File: src/rtl/clk_edge_monitor.sv
// Samples a slow divided clock in the clk domain, emits one-cycle rise/fall enables,
// measures rise-to-rise period and high time, and flags a missing slow clock.
module clk_edge_monitor #(
   parameter int SYNC_STAGES = 2,
   parameter int CNT_W       = 16,
   parameter int TIMEOUT     = 1000
) (
   input  logic             clk,
   input  logic             rst_n,
   input  logic             slow_in,
   output logic             rise_pulse,
   output logic             fall_pulse,
   output logic [CNT_W-1:0] period,
   output logic [CNT_W-1:0] high_cnt,
   output logic             period_valid,
   output logic             lost,
   output logic [1:0]       state_dbg
);

   localparam int IDLE_W = $clog2(TIMEOUT + 1);
   localparam logic [CNT_W-1:0]  CNT_MAX   = '1;
   localparam logic [IDLE_W-1:0] IDLE_LAST = IDLE_W'(TIMEOUT - 1);

   typedef enum logic [1:0] {
      ST_IDLE = 2'd0,
      ST_RUN  = 2'd1,
      ST_LOST = 2'd2
   } state_t;

   state_t                 state_q, state_d;
   logic [SYNC_STAGES-1:0] sync_q, sync_d;
   logic                   s_d_q, s_d_d;
   logic                   rise_pulse_q, rise_pulse_d;
   logic                   fall_pulse_q, fall_pulse_d;
   logic                   period_valid_q, period_valid_d;
   logic                   lost_q, lost_d;
   logic [CNT_W-1:0]       period_q, period_d;
   logic [CNT_W-1:0]       high_cnt_q, high_cnt_d;
   logic [CNT_W-1:0]       run_cnt_q, run_cnt_d;
   logic [CNT_W-1:0]       hi_cnt_q, hi_cnt_d;
   logic [IDLE_W-1:0]      idle_cnt_q, idle_cnt_d;
   logic                   s, rise, fall;

   function automatic logic [CNT_W-1:0] sat_inc(input logic [CNT_W-1:0] v);
      return (v == CNT_MAX) ? v : v + 1'b1;
   endfunction

   always_comb begin
      sync_d         = {sync_q[SYNC_STAGES-2:0], slow_in};
      s              = sync_q[SYNC_STAGES-1];
      s_d_d          = s;
      rise           = s & ~s_d_q;
      fall           = ~s & s_d_q;
      rise_pulse_d   = rise;
      fall_pulse_d   = fall;
      state_d        = state_q;
      period_d       = period_q;
      high_cnt_d     = high_cnt_q;
      run_cnt_d      = run_cnt_q;
      hi_cnt_d       = hi_cnt_q;
      idle_cnt_d     = idle_cnt_q;
      period_valid_d = 1'b0;
      lost_d         = lost_q;

      case (state_q)
         ST_IDLE, ST_LOST: begin
            // Falls are ignored until a rise re-arms measurement.
            if (rise) begin
               state_d    = ST_RUN;
               run_cnt_d  = CNT_W'(1);
               hi_cnt_d   = CNT_W'(1);
               idle_cnt_d = '0;
               lost_d     = 1'b0;
            end
         end
         ST_RUN: begin
            if (rise) begin
               period_d       = run_cnt_q;
               period_valid_d = 1'b1;
               run_cnt_d      = CNT_W'(1);
               hi_cnt_d       = CNT_W'(1);
               idle_cnt_d     = '0;
            end else begin
               run_cnt_d = sat_inc(run_cnt_q);
               if (fall) begin
                  high_cnt_d = hi_cnt_q;
                  idle_cnt_d = '0;
               end else begin
                  // hi_cnt only advances while the synchronized level is high.
                  if (s_d_q) hi_cnt_d = sat_inc(hi_cnt_q);
                  if (idle_cnt_q == IDLE_LAST) begin
                     state_d = ST_LOST;
                     lost_d  = 1'b1;
                  end else begin
                     idle_cnt_d = idle_cnt_q + 1'b1;
                  end
               end
            end
         end
         default: state_d = ST_IDLE;
      endcase
   end

   always_ff @(posedge clk) begin
      if (!rst_n) begin
         state_q        <= ST_IDLE;
         sync_q         <= '0;
         s_d_q          <= 1'b0;
         rise_pulse_q   <= 1'b0;
         fall_pulse_q   <= 1'b0;
         period_valid_q <= 1'b0;
         lost_q         <= 1'b0;
         period_q       <= '0;
         high_cnt_q     <= '0;
         run_cnt_q      <= '0;
         hi_cnt_q       <= '0;
         idle_cnt_q     <= '0;
      end else begin
         state_q        <= state_d;
         sync_q         <= sync_d;
         s_d_q          <= s_d_d;
         rise_pulse_q   <= rise_pulse_d;
         fall_pulse_q   <= fall_pulse_d;
         period_valid_q <= period_valid_d;
         lost_q         <= lost_d;
         period_q       <= period_d;
         high_cnt_q     <= high_cnt_d;
         run_cnt_q      <= run_cnt_d;
         hi_cnt_q       <= hi_cnt_d;
         idle_cnt_q     <= idle_cnt_d;
      end
   end

   assign rise_pulse   = rise_pulse_q;
   assign fall_pulse   = fall_pulse_q;
   assign period       = period_q;
   assign high_cnt     = high_cnt_q;
   assign period_valid = period_valid_q;
   assign lost         = lost_q;
   assign state_dbg    = state_q;

endmodule

File: config.mk
export PLATFORM = sky130hd
export DESIGN_NAME = clk_edge_monitor
export DESIGN_NICKNAME = d
export VERILOG_FILES = /design/src/rtl/clk_edge_monitor.sv
export SDC_FILE = /design/constraint.sdc
export NUM_CORES = 1
export LEC_CHECK = 0
export CAP_MARGIN = 20
export CORE_MARGIN = 2
export CORE_UTILIZATION = 50
export DETAILED_ROUTE_END_ITERATION = 6
export PLACE_DENSITY = 0.78
export REMOVE_ABC_BUFFERS = 1
export SYNTH_ARGS = -nofsm -noshare
export SYNTH_HDL_FRONTEND = slang
export SYNTH_SLANG_ARGS = --single-unit
File: constraint.sdc
create_clock -name clk -period 2 [get_ports clk]
set_clock_uncertainty 0.1 [all_clocks]
set_input_delay 0.4 -clock clk [delete_from_list [all_inputs] [get_ports clk]]
set_output_delay 0.4 -clock clk [all_outputs]
set_load 0.005 [all_outputs]
==> reports/qor.csv <==
stage,metric,value,unit
run_status,result of the run,completed,
synth,largest family of logic cells by synthesized area,simple AND/OR/NAND/NOR gates,
placed_design,DP Area,4610,um^2
synth,portion of netlist area occupied by mux cells,0.795,%
timing,unrepaired setup endpoints after global routing,true,
synth,flip-flop cell with the highest count after synthesis,sky130_fd_sc_hd__dfxtp_1,
clock_tree,root buf cell,sky130_fd_sc_hd__clkbuf_8,
finish,fin util,68.0,%
setup_path,critical path required time,2.14,ns
setup_path,capturing point of the worst reg2reg path,hi_cnt_q[10]$_SDFFE_PN0P_,
finish,"commonest cells after routing, fill and taps aside","96 x sky130_fd_sc_hd__nand2_1, 77 x sky130_fd_sc_hd__dfxtp_1, 54 x sky130_fd_sc_hd__buf_4",
setup_path,reg2reg setup slack,0.03,ns
drt,Initial DRT Pass Iterations,5,
drt,DRT iter0 DRCs,199,
setup_path,type of the setup path with the least slack,reg -> reg,
setup_path,most repeated library cell on the critical path,sky130_fd_sc_hd__buf_6,
clock_tree,deepest clock path buffer count,2,
placed_design,buffers added on ports,40,
synth,fraction of synthesized cell area in xor and xnor cells,3.48,%
timing,final-report setup violation count,0,
setup_path,endpoint type of the worst setup path,flop,
power,total power after layout,3.25,mW
drt,Via Count,3591,
hold_path,capture endpoint of the worst hold path,sync_q[1]$_SDFF_PN0_,
timing,Post-Route Hold Slack,0.345,ns
timing,Max transition margin,68.1,%
synth,compound-cell area share of the yosys netlist,17.4,%
clock_tree,clock buffers created by TritonCTS,9,
setup_path,Worst Path Max Fanout,8,
synth,Synth Register Bits,83,
synth,area share of the largest cell type after synthesis,44.0,%
floorplan,DIE AREA,8270,um^2
synth,number of enable-type register cells in the synthesized netlist,0,
setup_path,kind of start point of the critical path,flop,
timing,share of the clock period used by the worst path after layout,98.6,%
synth,biggest area contributors in the synthesized netlist,"sky130_fd_sc_hd__dfxtp_1 44%, sky130_fd_sc_hd__nand2_1 9.6%, sky130_fd_sc_hd__a21oi_1 6.2%",
synth,cell type with the highest aggregate area in the netlist,sky130_fd_sc_hd__dfxtp_1,
drt,number of nets with antenna violations after detailed routing,0,
timing,Final Hold Violating Endpoints,0,
floorplan,placeable core region,7290,um^2
placed_design,number of placed instances with taps included,631,
synth,Post-Synth Adder-Cell Area,2.32,%
global_route,number of global-route vias before repair,3440,
finish,total number of nets in the final design,558,
drt,remaining design rule violation count,0,
hold_path,Cells on Worst Hold Path,1,
finish,most common library cell in the layout ignoring fill and taps,sky130_fd_sc_hd__nand2_1,
setup_path,cell depth of the worst flop-to-flop path,7,
setup_path,sequence of cells on the critical path,nand3_1 > or4_4 > buf_6 > o21ai_4 > buf_6 > nor3_2 > o221a_1,
clock_tree,number of clock sinks,83,
job,number of max-capacitance violations reported,0,
synth,"Seq/Total Area, Yosys",44.0,%
synth,synth warn,0,
clock_tree,clk slew on worst S/H paths,0.08,ns
power,maximum resistive drop on vdd,464,uV
setup_path,cell type of the slowest stage on the worst timing path,sky130_fd_sc_hd__or4_4,
synth,synthesized netlist cell count,460,
power,leakage power total,1.76,nW
hold_path,Worst Hold Launch,sync_q[0]$_SDFF_PN0_,
floorplan,standard-cell rows,31,
global_route,Tot GR Track Use,22.9,%
drt,Post-Route WL,9430,um
timing,Max Fclk,507,MHz
finish,number of antenna cells inserted,0,
timing,pins over their slew limit,0,
synth,mean cell area of the mapped netlist,8.21,um^2
clock_tree,# hold bufs at CTS,0,
synth,Unique masters post-synth,54,
timing,slew at the pin closest to its max-slew limit,0.474,ns
drt,wire length per cell,14.5,um
global_route,sum of overflow across all layers after global routing,0,
global_route,number of antenna violations at the first check in global routing,0,
floorplan,horizontal die dimension,90.9,um
finish,area overhead of the layout relative to synthesis,31.3,%
placed_design,Final GP Congestion,0.964,
finish,Final Instance Area,4960,um^2
floorplan,initial core utilization,51.8,%
drt,routed via count divided by cell count,5.51,
setup_path,data arrival time of the critical path,2.11,ns
synth,Mapped Area,3780,um^2
clock_tree,CTS tree,built,
setup_path,maximum cell stage delay along the critical path,0.54,ns
clock_tree,H-tree Lvls,3,
synth,Synth async-reset ratio,0,%
floorplan,DIE HEIGHT,90.9,um
global_route,global-route wire length before repair,15600,um
floorplan,I/O Pins,41,
placed_design,HPWL after detailed placement,6430,um
synth,post-synthesis simple-gate area fraction,27.8,%
finish,share of layout cells above drive strength 1,18.4,%
hold_path,kind of path behind the tightest hold check,reg -> reg,
power,Power per Cell Area,655,nW/um^2
timing,crit path time final,1.97,ns
finish,filler-free cell count of the finished design,652,
setup_path,source of the worst register-to-register timing path,hi_cnt_q[11]$_SDFFE_PN0P_,
clock_tree,Clock Latency Late Sink,0.35,ns
timing,total negative slack,0,ns
timing,final setup margin,0.0271,ns
placed_design,pre-CTS setup slack,0.0258,ns
global_route,pin count of the biggest net entering global routing,48,
## worst max path at each step
stage                     depth (start not counted)                         end  slack, ns                       from
after floorplan                                   7   run_cnt_q[0]$_SDFFE_PN0P_      -0.25           s_d_q$_SDFF_PN0_
after global placement                            8   hi_cnt_q[10]$_SDFFE_PN0P_       0.07   hi_cnt_q[0]$_SDFFE_PN0P_
after detailed placement                          8    hi_cnt_q[6]$_SDFFE_PN0P_       0.03           s_d_q$_SDFF_PN0_
after CTS                                         8    hi_cnt_q[6]$_SDFFE_PN0P_       0.01       sync_q[1]$_SDFF_PN0_
after global routing                              7  run_cnt_q[14]$_SDFFE_PN0P_      -0.05           s_d_q$_SDFF_PN0_
final                                             7   hi_cnt_q[10]$_SDFFE_PN0P_       0.03  hi_cnt_q[11]$_SDFFE_PN0P_
## power breakdown
part           leakage (nW)  internal, mW  total, mW  switching [mW]
sequential            0.672          1.66       1.67         0.00746
combinational         0.975        0.0749      0.186           0.111
clock                 0.112         0.776       1.39           0.617
## worst max-delay path, delay by kind of cell, from the launching register on
family          cells  cell delay, ns
flops               1            0.35
simple gates        3            0.72
compound gates      2            0.40
buf+inv             2            0.31
## state kept, by name (all words and copies together), names as in the netlist
| register | flops |
|---|---|
| hi_cnt_q | 16 |
| high_cnt | 16 |
| period | 16 |
| run_cnt_q | 16 |
| idle_cnt_q | 10 |
| state_dbg | 2 |
| sync_q | 2 |
| fall_pulse | 1 |
| lost | 1 |
| period_valid | 1 |
| rise_pulse | 1 |
| s_d_q | 1 |
## area by class of cell
cell class	instances	area (um^2)
fill	632	2330
multi-input combinational	348	2020
sequential	83	1670
timing repair buffer	99	888
clock buffer	11	151
tap	99	124
clock inverter	5	83.8
inverter	7	26.3
## per-layer routing
metal	part of all wire (%)	routed length, um	track usage, %	up-vias
met5	0	0	0	-
met4	2.1	201	8.84	0
met3	5.6	525	3.59	20
met2	48	4540	39.0	118
met1	44	4160	29.1	1673
li1	-	-	-	1780
## Yosys cell counts, drive strengths merged (2+ instances only)
library cell and instances:
a21oi 47, nor3 6, a31oi 3, nand3b 3, nand2b 4, dfxtp 83
o211ai 6, nand3 18, nor2b 5, mux2i 3, a211oi 5, ha 7
o221a 7, buf 5, o31ai 2, nand4 10, o22ai 2, a21o 2
xor2 12, nor4 2, and3 11, inv 7, o21a 4, and4 5
or4 4, nor2 45, xnor2 3, o2111ai 3, and2 8, o21ai 13
nand2 97, clkbuf 17
## cell families (layout without fill, tap and decap cells)
logic type,count (synthesis),in the layout
buffers and inverters,29,122
muxes,3,3
adders and majority gates,7,7
xor gates and xnor gates,15,15
AOI/OAI and AO/OA,100,100
DFF,83,83
and+or+nand+nor,223,223
## what timing repair did
item / in CTS / in global routing
setup endpoints to repair: 1 / 19
resized for setup: 2 / 20
buffers inserted: 0 / 5
pin swaps: 0 / 4
No activity file was read; power rests on OpenSTA's default activity.
